$ cat config.mk
export PLATFORM = sky130hd
export DESIGN_NAME = multi_cycle_control
export DESIGN_NICKNAME = d
export VERILOG_FILES = /design/src/rtl/multi_cycle_control.sv
export SDC_FILE = /design/constraint.sdc
export NUM_CORES = 1
export LEC_CHECK = 0
export ABC_AREA = 0
export BUFFER_PORTS_ARGS = -buffer_cell sky130_fd_sc_hd__buf_2
export CAP_MARGIN = 20
export CORE_MARGIN = 5
export CORE_UTILIZATION = 45
export CTS_BUF_LIST = sky130_fd_sc_hd__clkbuf_8
export DETAILED_ROUTE_END_ITERATION = 12
export PLACE_DENSITY = 0.7
export SYNTH_ARGS = -nofsm -noshare
export SYNTH_HDL_FRONTEND = slang
export SYNTH_SLANG_ARGS = --single-unit
$ cat constraint.sdc
create_clock -name clk_i -period 3.2 [get_ports clk_i]
set_clock_uncertainty 0.15 [all_clocks]
set_input_delay 0 -clock clk_i [delete_from_list [all_inputs] [get_ports clk_i]]
set_output_delay 0 -clock clk_i [all_outputs]
set_load 0.01 [all_outputs]
$ cat src/rtl/multi_cycle_control.sv
// Multi-cycle main control unit: FETCH/DECODE/EXEC/MEM/WB sequencer for the
// R/ADDI/SLTI/LW/SW/BEQ(/J) subset, with retired-instruction counter and illegal-opcode trap.
module multi_cycle_control #(
   parameter int OP_W    = 6,
   parameter int ALUOP_W = 3,
   parameter int JUMP_EN = 1,
   parameter int CNT_W   = 16
) (
   input  logic               clk_i,
   input  logic               rst_i,
   input  logic [OP_W-1:0]    instr_op_i,
   input  logic               mem_ready_i,
   output logic               PCWrite_o,
   output logic               Branch_o,
   output logic               Jump_o,
   output logic               IorD_o,
   output logic               IRWrite_o,
   output logic               MemRead_o,
   output logic               MemWrite_o,
   output logic               ALUSrc_o,
   output logic [ALUOP_W-1:0] ALU_op_o,
   output logic               RegDst_o,
   output logic               MemtoReg_o,
   output logic               RegWrite_o,
   output logic               instr_done_o,
   output logic               illegal_o,
   output logic [CNT_W-1:0]   instr_count_o
);

   typedef enum logic [2:0] {
      S_FETCH  = 3'd0,
      S_DECODE = 3'd1,
      S_EXEC   = 3'd2,
      S_MEM    = 3'd3,
      S_WB     = 3'd4,
      S_TRAP   = 3'd5
   } state_t;

   localparam logic [OP_W-1:0] OP_R    = OP_W'(6'h00);
   localparam logic [OP_W-1:0] OP_J    = OP_W'(6'h02);
   localparam logic [OP_W-1:0] OP_BEQ  = OP_W'(6'h04);
   localparam logic [OP_W-1:0] OP_ADDI = OP_W'(6'h08);
   localparam logic [OP_W-1:0] OP_SLTI = OP_W'(6'h0A);
   localparam logic [OP_W-1:0] OP_LW   = OP_W'(6'h23);
   localparam logic [OP_W-1:0] OP_SW   = OP_W'(6'h2B);

   localparam logic [ALUOP_W-1:0] ALU_ADD   = ALUOP_W'(3'b000);
   localparam logic [ALUOP_W-1:0] ALU_SUB   = ALUOP_W'(3'b001);
   localparam logic [ALUOP_W-1:0] ALU_FUNCT = ALUOP_W'(3'b010);
   localparam logic [ALUOP_W-1:0] ALU_SLT   = ALUOP_W'(3'b011);

   state_t            state_q, state_d;
   logic [OP_W-1:0]   op_q, op_d;
   logic [CNT_W-1:0]  cnt_q, cnt_d;
   logic              illegal_q, illegal_d;

   logic               pc_write, branch, jump, iord, ir_write, mem_read, mem_write;
   logic               alu_src, reg_dst, mem_to_reg, reg_write, retire;
   logic [ALUOP_W-1:0] alu_op;

   function automatic logic is_exec_op(input logic [OP_W-1:0] op);
      return (op == OP_R) || (op == OP_ADDI) || (op == OP_SLTI) ||
             (op == OP_LW) || (op == OP_SW)  || (op == OP_BEQ);
   endfunction

   function automatic logic [ALUOP_W-1:0] alu_code(input logic [OP_W-1:0] op);
      if (op == OP_R)         return ALU_FUNCT;
      else if (op == OP_SLTI) return ALU_SLT;
      else if (op == OP_BEQ)  return ALU_SUB;
      else                    return ALU_ADD;
   endfunction

   always_comb begin
      state_d    = state_q;
      op_d       = op_q;
      pc_write   = 1'b0;
      branch     = 1'b0;
      jump       = 1'b0;
      iord       = 1'b0;
      ir_write   = 1'b0;
      mem_read   = 1'b0;
      mem_write  = 1'b0;
      alu_src    = 1'b0;
      alu_op     = '0;
      reg_dst    = 1'b0;
      mem_to_reg = 1'b0;
      reg_write  = 1'b0;
      retire     = 1'b0;
      unique case (state_q)
         S_FETCH: begin
            mem_read = 1'b1;
            if (mem_ready_i) begin
               ir_write = 1'b1;
               pc_write = 1'b1;
               state_d  = S_DECODE;
            end
         end
         S_DECODE: begin
            // Legality and the jump are decided from the live opcode; op_q only holds it afterwards
            op_d = instr_op_i;
            if (is_exec_op(instr_op_i)) begin
               state_d = S_EXEC;
            end else if ((JUMP_EN != 0) && (instr_op_i == OP_J)) begin
               pc_write = 1'b1;
               jump     = 1'b1;
               retire   = 1'b1;
               state_d  = S_FETCH;
            end else begin
               state_d = S_TRAP;
            end
         end
         S_EXEC: begin
            alu_op  = alu_code(op_q);
            alu_src = (op_q != OP_R) && (op_q != OP_BEQ);
            if (op_q == OP_BEQ) begin
               branch  = 1'b1;
               retire  = 1'b1;
               state_d = S_FETCH;
            end else if ((op_q == OP_LW) || (op_q == OP_SW)) begin
               state_d = S_MEM;
            end else begin
               state_d = S_WB;
            end
         end
         S_MEM: begin
            iord      = 1'b1;
            mem_read  = (op_q == OP_LW);
            mem_write = (op_q == OP_SW);
            if (mem_ready_i) begin
               if (op_q == OP_LW) begin
                  state_d = S_WB;
               end else begin
                  retire  = 1'b1;
                  state_d = S_FETCH;
               end
            end
         end
         S_WB: begin
            reg_write  = 1'b1;
            reg_dst    = (op_q == OP_R);
            mem_to_reg = (op_q == OP_LW);
            alu_op     = alu_code(op_q);
            retire     = 1'b1;
            state_d    = S_FETCH;
         end
         S_TRAP: begin
            state_d = S_TRAP;
         end
         default: begin
            state_d = S_FETCH;
         end
      endcase
      cnt_d     = cnt_q + CNT_W'(retire);
      illegal_d = illegal_q | (state_d == S_TRAP);
   end

   always_ff @(posedge clk_i or negedge rst_i) begin
      if (!rst_i) begin
         state_q   <= S_FETCH;
         op_q      <= '0;
         cnt_q     <= '0;
         illegal_q <= 1'b0;
      end else begin
         state_q   <= state_d;
         op_q      <= op_d;
         cnt_q     <= cnt_d;
         illegal_q <= illegal_d;
      end
   end

   // Reset forces every output low even though the state register already reads FETCH
   assign PCWrite_o     = rst_i & pc_write;
   assign Branch_o      = rst_i & branch;
   assign Jump_o        = rst_i & jump;
   assign IorD_o        = rst_i & iord;
   assign IRWrite_o     = rst_i & ir_write;
   assign MemRead_o     = rst_i & mem_read;
   assign MemWrite_o    = rst_i & mem_write;
   assign ALUSrc_o      = rst_i & alu_src;
   assign ALU_op_o      = rst_i ? alu_op : '0;
   assign RegDst_o      = rst_i & reg_dst;
   assign MemtoReg_o    = rst_i & mem_to_reg;
   assign RegWrite_o    = rst_i & reg_write;
   assign instr_done_o  = rst_i & retire;
   assign illegal_o     = illegal_q;
   assign instr_count_o = cnt_q;

endmodule
==> flow_metrics.tcl <==
set metrics [dict create \
    power_frac_clock 0.211 \
    grt_max_degree 32 \
    core_area_sq_um 3100 \
    gp_congestion 0.846 \
    syn-cell-area_sq_um 1470 \
    regArea_sq_um 651 \
    fillers 292 \
    dr_total_vias 1205 \
    synth_fp_nets 151 \
    dieArea_sq_um 4520 \
    insertion_delay_ns 0.26 \
    nets 199 \
    synth_flop_cell "dfrtp_1" \
    ios 41 \
    rr_worst_depth 9 \
    cp.required_ns 3.21 \
    synth_top_cell_area_share 0.441 \
    powerDensity_nw_per_um2 678 \
    clk_pin_slew_ns 0.09 \
    slew_headroom 0.569 \
    wire_per_inst_um 14.2 \
    seq_power_share 0.440 \
    worstSetupStartpointType "flip-flop" \
    max_cap_viol_count 0 \
    clk_path_buf_depth 2 \
    n_antenna_cell 0 \
    setup.worst_path.class "flip-flop to flip-flop" \
    synth_edf_count 0 \
    tns_ns 0 \
    cts_resized 0 \
    layout_min_cycle_time_ns 2.77 \
    cts_buffers 3 \
    clock_sinks 26 \
    hold_class "input port to asynchronous set/reset pin" \
    critPathCaptureType "flip-flop" \
    final_util 0.594 \
    crit_arrival_ns 2.77 \
    ys_types 44 \
    worst_slew_pin_slew_ns 0.647 \
    switching_share 0.361 \
    crit_fanout 8 \
    timing.hold.ws_ns 0.138 \
    fmax_ghz 0.361 \
    finalHoldViolCount 0 \
    ant_nets 0 \
    multi_input_area_sq_um 764 \
    yosys_warnings 0 \
    final_max_slew_viol_count 0 \
    combPwrFrac 0.349 \
    antenna_found_initial 0 \
    r2r-start "op_q[1]" \
    leakage_nw 0.851 \
    row_count 20 \
    yosys-top-cells-area "dfrtp_1, xnor2_1, mux2_2" \
    synthArstFlopShare 1.00 \
    seq_area_frac_synth 0.441 \
    grt_pass1_vias 1199 \
    peakVddDrop_uv 338 \
    p_sw_mw 0.451 \
    die_h_um 67.2 \
    post_synth.cell_area_avg_sq_um 10.5 \
    placed_cells 219 \
    r2r_slack_ns 0.43 \
    drtPass1Iterations 4 \
    min_period_over_period 0.865 \
    initial_utilization 0.475 \
    synth.top_cells.by_count "dfrtp_1, nand2_1, xnor2_1" \
    intPower_mw 0.799 \
    r2r_end "instr_count_o[10]" \
    die_w_um 67.2 \
    drt_wl_total_um 3270 \
    drtIter0Drc 95 \
    grt_pass1_wl_um 5530 \
    grt.overflow.total 0 \
    io_buffers 39 \
    rsz0062_at_grt "false" \
    dp_hpwl_um 2500 \
    setup_viol 0 \
    cts_tree "built" \
    cts_root_buffer "clkbuf_8" \
    htree_levels 1 \
    status "completed" \
    power_mw 1.25 \
    syn_inst 140 \
    vias_per_cell 5.22 \
    drive_above_1_share 0.310 \
    yosysMostFrequentCell "dfrtp_1" \
    grt.total_usage 0.155 \
    drc_errors 0 \
    ys_ff_latch 26 \
    yosysTopAreaCell "dfrtp_1" \
    area_delta_synth_final_pct 25.0 \
    fin_cells 231 \
]
==> routing by layer <==
| layer | up-vias | track usage | wire, um |
|---|---|---|---|
| li1 | 593 | - | - |
| met1 | 571 | 0.196 | 1450 |
| met2 | 39 | 0.282 | 1640 |
| met3 | 2 | 0.0166 | 159 |
| met4 | 0 | 0.0354 | 19 |
| met5 | - | 0 | 0 |
==> power by group through the flow <==
stage / clock network, mW / registers (mW) / logic [mW]
floorplan: 0 / 0.528 / 0.340
global placement: 0 / 0.550 / 0.424
detailed placement: 0 / 0.555 / 0.430
CTS: 0.273 / 0.551 / 0.438
global route: 0.285 / 0.571 / 0.486
finish: 0.264 / 0.550 / 0.436
==> sequential cells by signal, summed over array words and instances (netlist names) <==
name and flops:
illegal_o 1, instr_count_o 16, op_q 6, state_q 3
==> cells by family (layout without fill, tap and decap cells) <==
group | Yosys count | count (layout) | share of synthesized area
adders and majority gates | 2 | 2 | 0.0170
muxes | 8 | 8 | 0.0603
xor gates and xnor gates | 16 | 16 | 0.0951
and+or+nand+nor | 60 | 60 | 0.256
DFF | 26 | 26 | 0.441
AOI/OAI and AO/OA | 17 | 17 | 0.0883
buffers and inverters | 10 | 57 | 0.0399
other | 1 | 1 | 0.00254
==> worst max-delay path, stage by stage (launching register included) <==
cell and delay, ns:
dfrtp_1 0.48, nor2_2 0.23, a41oi_1 0.16, a221oi_2 0.31
ha_1 0.27, ha_1 0.25, inv_1 0.06, nor3_1 0.43
nand3_1 0.17, xnor2_1 0.15
==> cell usage in the layout, fill, tap and decap left out, types with 2 or more instances in the layout <==
cell type,instances
buf_2,39
dfrtp_1,26
nand2_1,12
xnor2_1,12
nand3_1,9
nor2_1,8
dlygate4sd3_1,8
mux2_2,7
nor3_1,6
inv_1,5
xor2_1,4
nand4_1,4
a21oi_1,4
nand2b_1,3
nor2b_1,3
clkbuf_8,3
o21ai_0,2
and3_1,2
and4_1,2
ha_1,2
==> per-stage QoR <==
stage                     worst slack, ns  area [sq um]
after floorplan                     0.711          1470
after global placement              0.556          1690
after detailed placement            0.408          1690
after global routing                0.125          1840
after CTS                           0.390          1840
final                               0.433          1840
==> repair_timing <==
| item | in CTS | in global routing |
|---|---|---|
| hold buffers | 8 | 0 |
| hold endpoints to repair | 35 | 0 |
| buffers inserted | 0 | 0 |
==> area by class of cell <==
type / instances / share of cell area
clock buffers: 3 / 0.0224
multi-input cells: 104 / 0.415
well taps: 44 / 0.0299
clock inverters: 1 / 0.0163
flip-flops and latches: 26 / 0.353
inverters: 5 / 0.0102
repair buffers: 48 / 0.153
==> how the worst max path moves through the flow <==
stage / from / endpoint / slack (ns)
after floorplan: state_q[2] / instr_count_o[12] / 0.71
after global placement: op_q[0] / instr_count_o[12] / 0.56
after detailed placement: op_q[0] / instr_count_o[10] / 0.41
after CTS: op_q[0] / instr_count_o[10] / 0.39
after global routing: op_q[0] / instr_count_o[10] / 0.13
final: op_q[1] / instr_count_o[10] / 0.43
Note: power is estimated with default switching activity, not from simulation.
